<file path="config.mk">
export PLATFORM = sky130hd
export DESIGN_NAME = seq_detect_fsm_flat
export DESIGN_NICKNAME = d
export VERILOG_FILES = /design/src/rtl/seq_detect_fsm_if.sv /design/src/rtl/seq_detect_fsm.sv /design/src/flat_wrapper.sv
export SDC_FILE = /design/constraint.sdc
export NUM_CORES = 1
export LEC_CHECK = 0
export ABC_AREA = 1
export CAP_MARGIN = 30
export CORE_AREA = 2 2 39 41
export CTS_BUF_LIST = sky130_fd_sc_hd__clkbuf_2 sky130_fd_sc_hd__clkbuf_4 sky130_fd_sc_hd__clkbuf_8
export DETAILED_ROUTE_END_ITERATION = 8
export DIE_AREA = 0 0 41 43
export PLACE_DENSITY = 0.49
export RECOVER_POWER = 50
export SETUP_SLACK_MARGIN = 0.5
export SKIP_LAST_GASP = 1
export SYNTH_ARGS = -nofsm -noshare
export SYNTH_HDL_FRONTEND = slang
export SYNTH_SLANG_ARGS = --single-unit
</file>
<file path="constraint.sdc">
create_clock -name clk -period 1 [get_ports clk]
set_input_delay 0.15 -clock clk [delete_from_list [all_inputs] [get_ports clk]]
set_output_delay 0.15 -clock clk [all_outputs]
set_load 0.05 [all_outputs]
</file>
<file path="src/rtl/seq_detect_fsm_if.sv">
// Serial stream bundle for seq_detect_fsm.
//   x_in, en, clr, overlap : sampled serial bit, bit-valid, sync history clear, overlap select
//   y_out                  : Mealy match flag (same cycle as the final pattern bit)
//   match_cnt              : saturating match count (all zeros when the counter is not built)
// master modport = stream source / match consumer, slave modport = detector.
interface seq_detect_fsm_if #(
  parameter int unsigned CNT_W = 8
) ();

  logic             x_in;
  logic             en;
  logic             clr;
  logic             overlap;
  logic             y_out;
  logic [CNT_W-1:0] match_cnt;

  modport master (
    output x_in,
    output en,
    output clr,
    output overlap,
    input  y_out,
    input  match_cnt
  );

  modport slave (
    input  x_in,
    input  en,
    input  clr,
    input  overlap,
    output y_out,
    output match_cnt
  );

endinterface

</file>
<file path="src/rtl/seq_detect_fsm.sv">
// Parametrised serial pattern detector with a Mealy match flag.
//
// Parameters:
//   N       : pattern length, 2..16
//   PATTERN : N-bit pattern, PATTERN[N-1] arrives first, PATTERN[0] last
//   CNT_W   : match counter width, 1..16
// Ports:
//   clk     : rising-edge clock
//   reset   : asynchronous active-low reset
//   bus     : seq_detect_fsm_if slave (x_in/en/clr/overlap in, y_out/match_cnt out)
// Build option:
//   SEQ_DETECT_MATCH_COUNT_EN : when defined, a saturating match counter drives match_cnt;
//                               otherwise match_cnt is tied to zero and no counter is built.
//
// Progress is tracked as StFill (fewer than N-1 bits accepted) and StPrimed (history window
// full); fill_q counts accepted bits and reaches N-1 exactly when the FSM enters StPrimed.
module seq_detect_fsm #(
  parameter int unsigned    N       = 3,
  parameter logic [N-1:0]   PATTERN = 3'b101,
  parameter int unsigned    CNT_W   = 8
) (
  input  logic             clk,
  input  logic             reset,
  seq_detect_fsm_if.slave  bus
);

  localparam int unsigned FillW = $clog2(N);

  typedef enum logic [0:0] {
    StFill,
    StPrimed
  } state_e;

  state_e           state_q, state_d;
  logic [FillW-1:0] fill_q, fill_d;
  logic [N-2:0]     hist_q, hist_d;
  logic [N-1:0]     window;
  logic             match;

  // Newest bit appended below the history; compared against the whole pattern.
  assign window = {hist_q, bus.x_in};

  // Reset forces StFill asynchronously, so the flag is low for as long as reset is held.
  assign match     = bus.en & ~bus.clr & (state_q == StPrimed) & (window == PATTERN);
  assign bus.y_out = match;

  always_ff @(posedge clk or negedge reset) begin
    if (!reset) begin
      state_q <= StFill;
      fill_q  <= '0;
      hist_q  <= '0;
    end else begin
      state_q <= state_d;
      fill_q  <= fill_d;
      hist_q  <= hist_d;
    end
  end

  always_comb begin
    state_d = state_q;
    fill_d  = fill_q;
    hist_d  = hist_q;
    if (bus.clr) begin
      state_d = StFill;
      fill_d  = '0;
      hist_d  = '0;
    end else if (bus.en) begin
      if (match && !bus.overlap) begin
        // Non-overlapping: the matching bit is not reused for the next detection.
        state_d = StFill;
        fill_d  = '0;
        hist_d  = '0;
      end else begin
        hist_d = window[N-2:0];
        unique case (state_q)
          StFill: begin
            fill_d = fill_q + 1'b1;
            if (fill_q == FillW'(N - 2)) begin
              state_d = StPrimed;
            end
          end
          StPrimed: begin
            // Window stays full; fill_q holds at N-1.
          end
          default: begin
            state_d = StFill;
            fill_d  = '0;
          end
        endcase
      end
    end
  end

`ifdef SEQ_DETECT_MATCH_COUNT_EN
  logic [CNT_W-1:0] cnt_q, cnt_d;

  always_comb begin
    cnt_d = cnt_q;
    if (match && (cnt_q != {CNT_W{1'b1}})) begin
      cnt_d = cnt_q + 1'b1;
    end
  end

  always_ff @(posedge clk or negedge reset) begin
    if (!reset) begin
      cnt_q <= '0;
    end else begin
      cnt_q <= cnt_d;
    end
  end

  assign bus.match_cnt = cnt_q;
`else
  assign bus.match_cnt = {CNT_W{1'b0}};
`endif

endmodule

</file>
<file path="src/flat_wrapper.sv">
// flat-port wrapper written by rule: the top's interface ports become plain ports
module seq_detect_fsm_flat 
#(
  parameter int unsigned    N       = 3,
  parameter logic [N-1:0]   PATTERN = 3'b101,
  parameter int unsigned    CNT_W   = 8
)
  (clk, reset, bus_x_in, bus_en, bus_clr, bus_overlap, bus_y_out, bus_match_cnt);
  seq_detect_fsm_if #(.CNT_W(CNT_W)) bus_i ();
  input  logic clk;
  input  logic reset;
  input wire logic [$bits(bus_i.x_in)-1:0] bus_x_in;
  input wire logic [$bits(bus_i.en)-1:0] bus_en;
  input wire logic [$bits(bus_i.clr)-1:0] bus_clr;
  input wire logic [$bits(bus_i.overlap)-1:0] bus_overlap;
  output wire logic [$bits(bus_i.y_out)-1:0] bus_y_out;
  output wire logic [$bits(bus_i.match_cnt)-1:0] bus_match_cnt;
  assign bus_i.x_in = bus_x_in;
  assign bus_i.en = bus_en;
  assign bus_i.clr = bus_clr;
  assign bus_i.overlap = bus_overlap;
  assign bus_y_out = bus_i.y_out;
  assign bus_match_cnt = bus_i.match_cnt;
  seq_detect_fsm #(.N(N), .PATTERN(PATTERN), .CNT_W(CNT_W)) u_core (.clk(clk), .reset(reset), .bus(bus_i));
endmodule
</file>
==> flow_summary.ini <==
[global_route]
global_route.overflow_total = 0
first_global_vias = 278
grt_usage_pct = 8.99
grt_antenna_before_repair = 0
wire_length_of_the_first_global_routing_pass_um = 1050
grt_max_degree = 6

[power]
p_sw_share_pct = 33.1
power_share_of_the_clock_group_pct = 32.0
power_leakage_uw = 0.000259
worst_ir_drop_vdd_v = 0.000711
p_sw_uw = 260
pwr-share-seq_pct = 32.0
fin_total_pwr_uw = 785
power.internal_uw = 526
power.share.combinational_pct = 36.0
power-per-cell-area_nw_per_um2 = 1510

[layout]
share_of_layout_cells_above_drive_strength_1_pct = 41.4
finish.net_count = 66
fin_cells = 74
area.growth.synth_to_final_pct = 60.6
layout.filler_cells = 151
final_util_pct = 37.6
antennaDiodeCount = 0

[logic_synthesis]
synth.cell_area_um2 = 324
ys_seq_area_share_pct = 38.6
synth_top_cell_by_area = dfrtp_1
synth-compound-area-share_pct = 4.63
ys_types = 14
largest_family_of_logic_cells_by_synthesized_area = simple AND/OR/NAND/NOR gates
yosys_most_used_dff = dfrtp_1
xor_and_xnor_area_share_after_synthesis_pct = 2.70
synthesized_instance_count = 42
synth_mux_area_share_pct = 0
avgSynthCellArea_um2 = 7.72
yosys_warnings = 0
synth-seq-cells = 5
synth.top_cell.area_share_pct = 38.6
synthesized_area_fraction_occupied_by_and_or_nand_nor_cells_pct = 24.7
async_flop_share_pct = 100
yosys-top-cells-count = buf_4, nand2_1, dfrtp_1, inv_1, nor2_1
ys_top_cells_by_area = dfrtp_1, buf_4, nand2_1
synth_fa_ha_area_share_pct = 3.86
synth-edff-count = 0

[run]
maxCapViolations = 0

[setup_path]
setup.worst_path.end_class = primary output
cp_data_required_time_ns = 0.85
cp_max_fo = 2
worst_setup_path_start_kind = register
worstSetupPathType = reg -> out
arrival_ns = 1.14
timing.reg2reg.setup_slack_ns = -0.03

[detailed_routing]
route.detailed.drc = 0
antenna_left = 0
initialDrtViolationCount = 2
routed_wire_length_per_instance_um = 8.04
ratio_of_routed_vias_to_standard_cells = 3.82
detailroute.via_count = 283
detailedRoute.firstPassIterationCount = 2
wl_um = 595

[die]
fp.dieH_um = 43
core_um2 = 1380
die-width_um = 41
floorplan.initialDensity_pct = 23.4
io-pin-count = 15
floorplan.rows = 14
fp.dieArea_um2 = 1760

[place]
port-buffer-count = 6
final_estimated_routing_congestion_in_global_placement = 0.663
placed_cells_incl_taps = 67
placement.setup.worst_slack_ns = -0.325
hpwl_um = 478

[clocking]
ctsHtreeMaxLevel = 1
cts_inserted_buffers = 3
worstSkewPairLatency_ns = 0.23
path_clk_slew_ns = 0.04
clockBufferDepth = 2
clock_sink_count = 5
cts_tree = yes
cts-root-buf = clkbuf_4

[sta]
finalClockSkew_ns = 0.00111
fmaxAchievable_mhz = 773
finalSetupViolations = 2
slew_viol_final = 0
fin_crit_sh_pct = 129
finalHoldViolCount = 0
grt_setup_unrepaired = true
holdWs_ns = 0.206
finalWorstPathRequiredPeriod_ns = 1.29
layout_setup_ws_ns = -0.294

[min_path]
hold_class = in -> async

[run_status]
status = finished with violations
violations = setup timing
## per-layer routing
metal,track usage [%],part of all wire [%],vias to the layer above
met1,11.8,44,124
li1,-,-,148
met4,8.00,0,0
met5,0,0,-
met3,2.09,7.1,0
met2,11.6,48,11
## power groups by stage
| stage | registers [µW] | logic, µW | clock network [µW] |
|---|---|---|---|
| after floorplan | 253 | 171 | 0 |
| after global placement | 252 | 212 | 0 |
| after detailed placement | 252 | 215 | 0 |
| after CTS | 249 | 217 | 265 |
| after global routing | 253 | 313 | 272 |
| final | 251 | 283 | 251 |
## what timing repair did
| action | in CTS | in global routing |
|---|---|---|
| hold buffers | 0 | 0 |
| buffers inserted | 1 | 2 |
| gates resized for setup | 5 | 9 |
| endpoints found under the hold margin | 0 | 0 |
| endpoints found under the setup margin | 6 | 6 |
| pin swaps | 5 | 6 |
## per-stage QoR
step | cell area [µm²] | TNS [ns]
global route | 520 | -0.560
floorplan | 368 | -0.232
CTS | 467 | -0.339
finish | 520 | -0.327
global placement | 428 | -1.76
detailed placement | 428 | -1.68
## state kept, by name, summed over array words and instances (netlist names)
name,cells
u_core.state_q,1
u_core.fill_q,2
u_core.hist_q,2
## worst max-delay path: stages, from the launching register on
cell and delay, ns:
dfrtp_1 0.35, nand2_2 0.08, nor4_4 0.30, buf_12 0.17
## cell type report
cell class	count	area, µm²	share of cell area [%]
repair buffers	13	123	23.6
well taps	16	20.0	3.85
flip-flops and latches	5	125	24.0
inverters	5	18.8	3.61
multi-input cells	31	204	39.2
clock buffers	4	30.0	5.77
## cells in the final DEF (no fill, tap or decap), types with 2 or more instances in the layout
cell type,count
nand2_1,4
conb_1,8
dlygate4sd2_1,3
nor2_4,2
clkbuf_4,4
buf_4,6
nand2_2,4
nor2_1,3
dfrtp_1,5
inv_1,5
## worst paths after layout
| kind | start | to | cells past startpoint |
|---|---|---|---|
| min | reset | u_core.state_q | 1 |
| min in group clk | bus_x_in | u_core.hist_q[0] | 3 |
| max | u_core.state_q | bus_y_out | 3 |
| max in group asynchronous | reset | u_core.fill_q[0] | 1 |
| min reg2reg | u_core.hist_q[1] | u_core.hist_q[1] | 2 |
| max reg2reg | u_core.state_q | u_core.fill_q[0] | 5 |
## cell families after synthesis
group,Yosys count
DFF,5
adders and majority gates,1
buffers and inverters,13
and+or+nand+nor,18
AOI/OAI and AO/OA,3
other,1
xor gates and xnor gates,1
Note: power is estimated with default switching activity, not from simulation.
